### src/rtl/riscv_lsu_resp_if.sv
// rtl/riscv_lsu_resp_if.sv - dmem request/response bus between LSU, memory and response stage
interface riscv_lsu_resp_if #(
  parameter int XLEN = 64
);
  logic            req_valid;
  logic            req_we;
  logic [2:0]      req_size;
  logic            req_unsigned;
  logic [2:0]      req_adr_lsb;
  logic [4:0]      req_rd;
  logic            req_full;
  logic            dmem_ack;
  logic [XLEN-1:0] dmem_q;
  logic            dmem_misaligned;
  logic            dmem_page_fault;

  modport master (
    output req_valid, req_we, req_size, req_unsigned, req_adr_lsb, req_rd,
    output dmem_ack, dmem_q, dmem_misaligned, dmem_page_fault,
    input  req_full
  );

  modport slave (
    input  req_valid, req_we, req_size, req_unsigned, req_adr_lsb, req_rd,
    input  dmem_ack, dmem_q, dmem_misaligned, dmem_page_fault,
    output req_full
  );
endinterface

### src/rtl/riscv_lsu_resp.sv
// rtl/riscv_lsu_resp.sv - in-order dmem response tracker with load align/extend and flush drain
module riscv_lsu_resp #(
  parameter int XLEN  = 64,
  parameter int DEPTH = 2
) (
  input  logic                       clk,
  input  logic                       rstn,
  riscv_lsu_resp_if.slave            bus,
  input  logic                       flush,
  output logic                       ld_valid,
  output logic [XLEN-1:0]            ld_data,
  output logic [4:0]                 ld_rd,
  output logic                       st_done,
  output logic                       exc_misaligned,
  output logic                       exc_page_fault,
  output logic [$clog2(DEPTH):0]     outstanding,
  output logic                       proto_err
);
  localparam int PW = $clog2(DEPTH);
  localparam int CW = PW + 1;
  localparam int SW = $clog2(XLEN);

  typedef struct packed {
    logic       we;
    logic [2:0] size;
    logic       uns;
    logic [2:0] adr_lsb;
    logic [4:0] rd;
  } entry_t;

  entry_t          q_mem [DEPTH];
  entry_t          head;
  entry_t          new_entry;
  logic [PW-1:0]   wr_ptr, rd_ptr;
  logic [CW-1:0]   count, drop_cnt, used;
  logic            ack_drop, ack_live, ack_orphan, push, out_fire, any_fault;
  logic [5:0]      shift_full;
  logic [SW-1:0]   shift;
  logic [XLEN-1:0] raw;
  logic [63:0]     raw64, ext64;
  logic [XLEN-1:0] ld_next;

  assign head      = q_mem[rd_ptr];
  assign new_entry = '{we: bus.req_we, size: bus.req_size, uns: bus.req_unsigned,
                       adr_lsb: bus.req_adr_lsb, rd: bus.req_rd};

  // Stale acks from flushed requests are consumed before any live entry.
  assign ack_drop   = bus.dmem_ack && (drop_cnt != '0);
  assign ack_live   = bus.dmem_ack && (drop_cnt == '0) && (count != '0);
  assign ack_orphan = bus.dmem_ack && (drop_cnt == '0) && (count == '0);

  assign used         = count + drop_cnt;
  assign bus.req_full = (used >= CW'(DEPTH));
  assign outstanding  = count;

  // A full queue still accepts a request in the cycle an ack frees a slot.
  assign push     = bus.req_valid && !flush && (!bus.req_full || ack_drop || ack_live);
  assign out_fire = ack_live && !flush;
  assign any_fault = bus.dmem_misaligned || bus.dmem_page_fault;

  always_comb begin
    shift_full = {head.adr_lsb, 3'b000};
    shift      = shift_full[SW-1:0];
    raw        = bus.dmem_q >> shift;
    raw64      = 64'(raw);
    ext64      = '0;
    case (head.size)
      3'b000:  ext64 = {{56{!head.uns && raw64[7]}},  raw64[7:0]};
      3'b001:  ext64 = {{48{!head.uns && raw64[15]}}, raw64[15:0]};
      3'b010:  ext64 = {{32{!head.uns && raw64[31]}}, raw64[31:0]};
      3'b011:  ext64 = (XLEN == 64) ? raw64 : 64'd0;
      default: ext64 = '0;
    endcase
    ld_next = ext64[XLEN-1:0];
  end

  always_ff @(posedge clk) begin
    if (push) q_mem[wr_ptr] <= new_entry;
  end

  always_ff @(posedge clk or negedge rstn) begin
    if (!rstn) begin
      wr_ptr    <= '0;
      rd_ptr    <= '0;
      count     <= '0;
      drop_cnt  <= '0;
      proto_err <= 1'b0;
    end else begin
      if (flush) begin
        rd_ptr   <= wr_ptr;
        count    <= '0;
        drop_cnt <= drop_cnt + count - CW'(ack_drop || ack_live);
      end else begin
        wr_ptr   <= wr_ptr + PW'(push);
        rd_ptr   <= rd_ptr + PW'(ack_live);
        count    <= count + CW'(push) - CW'(ack_live);
        drop_cnt <= drop_cnt - CW'(ack_drop);
      end
      if ((bus.req_valid && !flush && !push) || ack_orphan) proto_err <= 1'b1;
    end
  end

  always_ff @(posedge clk or negedge rstn) begin
    if (!rstn) begin
      ld_valid       <= 1'b0;
      ld_data        <= '0;
      ld_rd          <= '0;
      st_done        <= 1'b0;
      exc_misaligned <= 1'b0;
      exc_page_fault <= 1'b0;
    end else begin
      ld_valid       <= out_fire && !head.we;
      st_done        <= out_fire && head.we;
      exc_misaligned <= out_fire && bus.dmem_misaligned;
      exc_page_fault <= out_fire && bus.dmem_page_fault;
      if (out_fire && !head.we) begin
        ld_data <= any_fault ? '0 : ld_next;
        ld_rd   <= head.rd;
      end
    end
  end
endmodule

### src/flat_wrapper.sv
// flat-port wrapper written by rule: the top's interface ports become plain ports
module riscv_lsu_resp_flat 
#(
  parameter int XLEN  = 64,
  parameter int DEPTH = 2
)
  (clk, rstn, flush, ld_valid, ld_data, ld_rd, st_done, exc_misaligned, exc_page_fault, outstanding, proto_err, bus_req_valid, bus_req_we, bus_req_size, bus_req_unsigned, bus_req_adr_lsb, bus_req_rd, bus_dmem_ack, bus_dmem_q, bus_dmem_misaligned, bus_dmem_page_fault, bus_req_full);
  riscv_lsu_resp_if #(.XLEN(XLEN)) bus_i ();
  input  logic clk;
  input  logic rstn;
  input  logic flush;
  output logic ld_valid;
  output logic [XLEN-1:0] ld_data;
  output logic [4:0] ld_rd;
  output logic st_done;
  output logic exc_misaligned;
  output logic exc_page_fault;
  output logic [$clog2(DEPTH):0] outstanding;
  output logic proto_err;
  input wire logic [$bits(bus_i.req_valid)-1:0] bus_req_valid;
  input wire logic [$bits(bus_i.req_we)-1:0] bus_req_we;
  input wire logic [$bits(bus_i.req_size)-1:0] bus_req_size;
  input wire logic [$bits(bus_i.req_unsigned)-1:0] bus_req_unsigned;
  input wire logic [$bits(bus_i.req_adr_lsb)-1:0] bus_req_adr_lsb;
  input wire logic [$bits(bus_i.req_rd)-1:0] bus_req_rd;
  input wire logic [$bits(bus_i.dmem_ack)-1:0] bus_dmem_ack;
  input wire logic [$bits(bus_i.dmem_q)-1:0] bus_dmem_q;
  input wire logic [$bits(bus_i.dmem_misaligned)-1:0] bus_dmem_misaligned;
  input wire logic [$bits(bus_i.dmem_page_fault)-1:0] bus_dmem_page_fault;
  output wire logic [$bits(bus_i.req_full)-1:0] bus_req_full;
  assign bus_i.req_valid = bus_req_valid;
  assign bus_i.req_we = bus_req_we;
  assign bus_i.req_size = bus_req_size;
  assign bus_i.req_unsigned = bus_req_unsigned;
  assign bus_i.req_adr_lsb = bus_req_adr_lsb;
  assign bus_i.req_rd = bus_req_rd;
  assign bus_i.dmem_ack = bus_dmem_ack;
  assign bus_i.dmem_q = bus_dmem_q;
  assign bus_i.dmem_misaligned = bus_dmem_misaligned;
  assign bus_i.dmem_page_fault = bus_dmem_page_fault;
  assign bus_req_full = bus_i.req_full;
  riscv_lsu_resp #(.XLEN(XLEN), .DEPTH(DEPTH)) u_core (.clk(clk), .rstn(rstn), .bus(bus_i), .flush(flush), .ld_valid(ld_valid), .ld_data(ld_data), .ld_rd(ld_rd), .st_done(st_done), .exc_misaligned(exc_misaligned), .exc_page_fault(exc_page_fault), .outstanding(outstanding), .proto_err(proto_err));
endmodule
### config.mk
export PLATFORM = sky130hd
export DESIGN_NAME = riscv_lsu_resp_flat
export DESIGN_NICKNAME = d
export VERILOG_FILES = /design/src/rtl/riscv_lsu_resp_if.sv /design/src/rtl/riscv_lsu_resp.sv /design/src/flat_wrapper.sv
export SDC_FILE = /design/constraint.sdc
export NUM_CORES = 1
export LEC_CHECK = 0
export BUFFER_PORTS_ARGS = -buffer_cell sky130_fd_sc_hd__buf_2
export CAP_MARGIN = 15
export CORE_MARGIN = 3
export CORE_UTILIZATION = 55
export CTS_BUF_LIST = sky130_fd_sc_hd__clkbuf_8
export DETAILED_ROUTE_END_ITERATION = 8
export GPL_TIMING_DRIVEN = 0
export PLACE_DENSITY = 0.8
export REMOVE_ABC_BUFFERS = 1
export SYNTH_ARGS = -nofsm -noshare
export SYNTH_HDL_FRONTEND = slang
export SYNTH_SLANG_ARGS = --single-unit
### constraint.sdc
create_clock -name clk -period 5.9 [get_ports clk]
set_clock_uncertainty 0.2 [all_clocks]
set_input_delay 1.77 -clock clk [delete_from_list [all_inputs] [get_ports clk]]
set_output_delay 1.77 -clock clk [all_outputs]
set_load 0.1 [all_outputs]
Yosys cells after proc, flatten, opt, wreduce, memory -nomap -nowiden. Memory sizes are Yosys's and may differ from the RTL's. Index checks and enable logic that the tools add are counted.

Reductions and logical operators: 30. Eq/ne operators: 3. Mux-type cells: 7. Add/sub/neg operators: 7. Shifts and indexed selects: 1. Magnitude comparators: 1.

Operator list (number): one-hot mux 64 bit (4 select lines) (1); 2-to-1 mux 64 bit (1); >> shifter 64 x 6 -> 64 bit (1); logical AND 1 bit (15); equality test 3 x 2 -> 1 bit, second input constant (2); subtractor 2 x 1 -> 2 bit (3); zero test 1 bit (5); logical OR 1 bit (5); zero test 2 bit (2); 2-to-1 mux 2 bit (2); nonzero test 2 bit (2); equality test 3 x 1 -> 1 bit, second input constant (1); zero test 3 bit (1); 2-to-1 mux 1 bit (3); adder 1 bit (2); adder 2 x 1 -> 2 bit (1); adder 2 bit (1); greater-or-equal comparator 2 bit, second input constant (1).

Memory bits (writable): 26. Register bits after elaboration: 80. Memories: 1.

Memory list: u_core.q_mem (words 2, width 13, rd ports 1, clocked after memory_dff 0, wr ports 1, line riscv_lsu_resp.sv:31) `entry_t q_mem [DEPTH];`.

Logic depth before layout (Yosys ltp).
Depth in word-level cells: 9. Depth in mapped cells: 9. Depth with buffers taken out: 8.

Least setup slack after synthesis. No wires, ideal clock.

Kind: register to output. Start point: register u_core.count[0] (netlist: u_core.outstanding[0]). End point: output bus_req_full. Arrival: 2157 ps. Cell stages (with the launch flop): 5. Data required time: 3930 ps. Slack: 1773 ps. Cells stage by stage: dfrtp_1 ha_1 xor2_1 xnor2_1 inv_1.

Word-level cells in the longest chain between the ends: 2.

RTL lines: start, declared (line riscv_lsu_resp.sv:35) `logic [CW-1:0] count, drop_cnt, used;`; start signal, assigned (line riscv_lsu_resp.sv:96) `count <= count + CW'(push) - CW'(ack_live);`; adder 2 bit (line riscv_lsu_resp.sv:52) `assign used = count + drop_cnt;`; greater-or-equal comparator 2 bit (line riscv_lsu_resp.sv:53) `assign bus.req_full = (used >= CW'(DEPTH));`; end, declared (line flat_wrapper.sv:30) `output wire logic [$bits(bus_i.req_full)-1:0] bus_req_full;`.

No other way between the ends.

Final worst setup path.
Start point: input flush. End point: register u_core.ld_data[9].

Word-level cells in the longest chain between the ends: 3.

RTL lines: start, declared (line flat_wrapper.sv:11) `input logic flush;`; zero test 1 bit (line riscv_lsu_resp.sv:58) `assign out_fire = ack_live && !flush;`; logical AND 1 bit (line riscv_lsu_resp.sv:58); logical AND 1 bit (line riscv_lsu_resp.sv:116) `if (out_fire && !head.we) begin`; end signal, assigned (line riscv_lsu_resp.sv:117) `ld_data <= any_fault ? '0 : ld_next;`; end, declared (line riscv_lsu_resp.sv:11) `output logic [XLEN-1:0] ld_data,`.

No other way between the ends. A chain may end at the register's enable or synchronous reset.

==> qor.txt <==
Hold/Removal Path Class: register to register
CP max-delay cell: nor2_4
Die height: 113 um
Hold endpoint: u_core.ld_rd[2]
Max-cap viol count: 0
Syn Area/Cell: 10.9 um2
Violation count after the first detailed-route iteration: 802
Clock root buffer: clkbuf_8
Period minus WS final: 4490 ps
Io pins: 161
Register-to-Register Path Depth: 7
GRT Overall Usage: 0.289
Layout cells sized above 1: 0.312
Global-route wire length before repair: 29200 um
Initial antenna violation count: 4
CTS-repair resized insts: 0
Clock Path Buffers: 2
# setup viols final: 0
YS warnings: 0
Post-CTS Setup Inserts: 0
Dominant synthesized flop cell: dfrtp_1
Nets: 804
Die area: 0.0127 mm2
Fin Hold WS: 292 ps
Gpl congestion: 0.831
Total global routing overflow: 0
Most used cell, CP: nand3_1
Largest net degree at the start of global routing: 75
Hold Crit Depth: 2
Worst-Skew Late Latency: 380 ps
Synth unique cells: 46
I/O Buffers: 160
Fin crit share: 0.762
Critical Path RT: 6000 ps
EDFF count, synth: 26
CTS Buf Count: 9
Maximum vdd drop: 0.359 mV
Async SR Flop Fraction: 0.755
Initial Util: 0.572
Critical Path AT: 4590 ps
Max Freq: 223 MHz
Std-Cell Rows: 38
Sequential share of the synthesized area: 0.443
WS Path Type: input pin to register
DP Wirelength: 12600 um
Final worst-path setup slack: 1410 ps
Largest stage delay on the critical path: 880 ps
Avg WL per Cell: 21.6 um
CP endpoint kind: register
DRC: 0
Area grow syn2layout: 20.5%
Die W: 113 um
CORE AREA: 0.0110 mm2
WL final: 18500 um
RSZ-0062 raised after global routing: no
Worst Tran Pin Value: 1290 ps
Placed cell area: 0.00729 mm2
Min-delay src: u_core.ld_rd[2]
CP max FO: 37
TritonRoute pass-1 iters: 5
Flop-to-flop setup slack: 1870 ps
Largest delay share family, worst path: simple AND/OR/NAND/NOR gates
Cells after synthesis: 578
Reg clk slew, reported paths: 90 ps
Final Cell Area: 0.00756 mm2
Final slew viol count: 0
H-tree levels: 3
Crit-path cells: buf_2 > nor4b_2 > nand3_4 > nor2_4 > nand3_1 > nand3_1
Pwr dens: 352 mW/mm2
Total power: 2.66 mW
Fin. Hold Viols: 0
CP bufs+invs: 1
Startpoint Class: input pin
Clk sinks: 106
Leak pwr: 3.50 nW
Status: completed
Via count: 5726
Critical Path Start: flush
R2R Path End: u_core.ld_data[30]
CTS tree: done
Cell area after synthesis: 0.00628 mm2
DP Worst Slack: 1030 ps
ANT nets after route: 0
CTS Hold Bufs: 0
DR vias/cell: 6.67
Layout Utilization: 0.689
Flops & latches, synth: 106
Number of global-route vias before repair: 5767
Reg2reg start: u_core.rd_ptr
Rel. slew slack: 0.136
==> area by class of cell <==
class	instances	area [um2]
sequential	106	2780
tap	140	175
inverter	7	26.3
clock buffer	9	124
multi-input combinational	416	3300
timing repair buffer	173	1060
fill	845	3420
clock inverter	7	100
antenna	1	2.50
==> layer usage <==
metal  GRT usage  vias up  wire [um]
met5           0        -         30
met4       0.134        6        646
met1       0.366     2767       7090
li1            -     2520          -
met2       0.468      370       8840
met3      0.0754       63       1910
==> metrics by stage <==
| stage | std cells | setup TNS, ps |
|---|---|---|
| global placement | 829 | -176060 |
| finish | 859 | 0 |
| detailed placement | 839 | 0 |
| CTS | 855 | 0 |
| floorplan | 529 | -21990 |
| global route | 859 | 0 |
==> synthesized netlist by cell type, types with 3 or more instances <==
cell type / number / area share
a21oi_1: 44 / 0.035
a22o_1: 8 / 0.011
a22oi_1: 39 / 0.047
a31oi_1: 33 / 0.033
and3_1: 3 / 0.0030
buf_1: 4 / 0.0024
buf_2: 17 / 0.014
buf_6: 3 / 0.0054
clkbuf_1: 24 / 0.014
dfrtp_1: 80 / 0.32
edfxtp_1: 26 / 0.12
ha_1: 7 / 0.014
inv_1: 7 / 0.0042
mux2_2: 3 / 0.0054
mux2i_1: 90 / 0.14
mux4_2: 17 / 0.061
nand2_1: 28 / 0.017
nand3_1: 10 / 0.0080
nor2_1: 15 / 0.0090
nor2b_1: 3 / 0.0030
nor3_1: 11 / 0.0088
nor3b_1: 3 / 0.0036
o211ai_1: 17 / 0.020
o21ai_0: 47 / 0.037
o2bb2ai_1: 8 / 0.011
xnor2_1: 3 / 0.0042
xor2_1: 4 / 0.0056
==> registers in the layout, indices dropped and copies added (netlist names) <==
signal,count
u_core.ld_data,64
u_core.q_mem,26
u_core.ld_rd,5
u_core.drop_cnt,2
u_core.outstanding,2
u_core.exc_misaligned,1
u_core.exc_page_fault,1
u_core.ld_valid,1
u_core.proto_err,1
u_core.rd_ptr,1
u_core.st_done,1
u_core.wr_ptr,1
==> cells in the final DEF, fill, tap and decap left out, types with 2 or more instances in the layout <==
cell,synthesis,final
mux2_2,3,3
inv_6,0,2
buf_8,0,3
nand2b_1,2,2
nand3_1,10,9
buf_4,1,2
nand2_1,28,28
and3_1,3,3
nor2_1,15,13
xor2_1,4,4
edfxtp_1,26,26
nor2b_1,3,3
a22oi_1,39,39
o2bb2ai_1,8,8
dfrtp_1,80,80
nor3_1,11,10
and3b_1,2,2
or3_1,2,2
or2_2,2,2
buf_2,17,159
o211ai_1,17,17
a31oi_1,33,33
mux2i_4,1,3
xnor2_1,3,3
buf_16,0,6
o21ai_0,47,47
inv_1,7,7
mux2i_1,90,89
nor3b_1,3,3
a211oi_1,2,2
clkbuf_8,0,9
a22o_1,8,8
bufinv_16,0,2
ha_1,7,7
clkinv_4,0,2
a21oi_1,44,44
mux4_2,17,17
==> kinds of logic (layout without fill, tap and decap cells) <==
group,Yosys count,after routing,synth area share
AO/OA/AOI/OAI,203,203,0.206
multiplexers,114,114,0.220
flip-flops,106,106,0.443
AND/OR/NAND/NOR,85,85,0.0666
buffers and inverters,56,196,0.0411
adder cells (fa/ha/maj),7,7,0.0140
XOR/XNOR,7,7,0.00977
other,0,1,0
==> worst min-delay path, delay by kind of cell, from the launching register on <==
kind	cells	cell delay, ps
DFF	1	350
AOI/OAI and AO/OA	1	60
and+or+nand+nor	1	40
==> where the power goes <==
part	switching, mW	leakage (nW)	total [mW]	internal, mW
logic	0.806	2.05	1.29	0.487
clock network	0.260	0.114	0.503	0.243
registers	0.0521	1.34	0.867	0.815
total	1.12	3.50	2.66	1.54
==> worst max path at each step <==
| stage | slack [ps] | cells after the start | endpoint |
|---|---|---|---|
| 2_1_floorplan | -750 | 5 | u_core.ld_data[10] |
| 3_3_place_gp | -3840 | 6 | u_core.ld_data[11] |
| 3_5_place_dp | 1030 | 6 | u_core.ld_data[9] |
| 4_1_cts | 1250 | 7 | u_core.ld_data[54] |
| 5_1_grt | 1190 | 6 | u_core.ld_data[6] |
| 6_report | 1410 | 6 | u_core.ld_data[9] |
No activity file was read; power rests on OpenSTA's default activity.
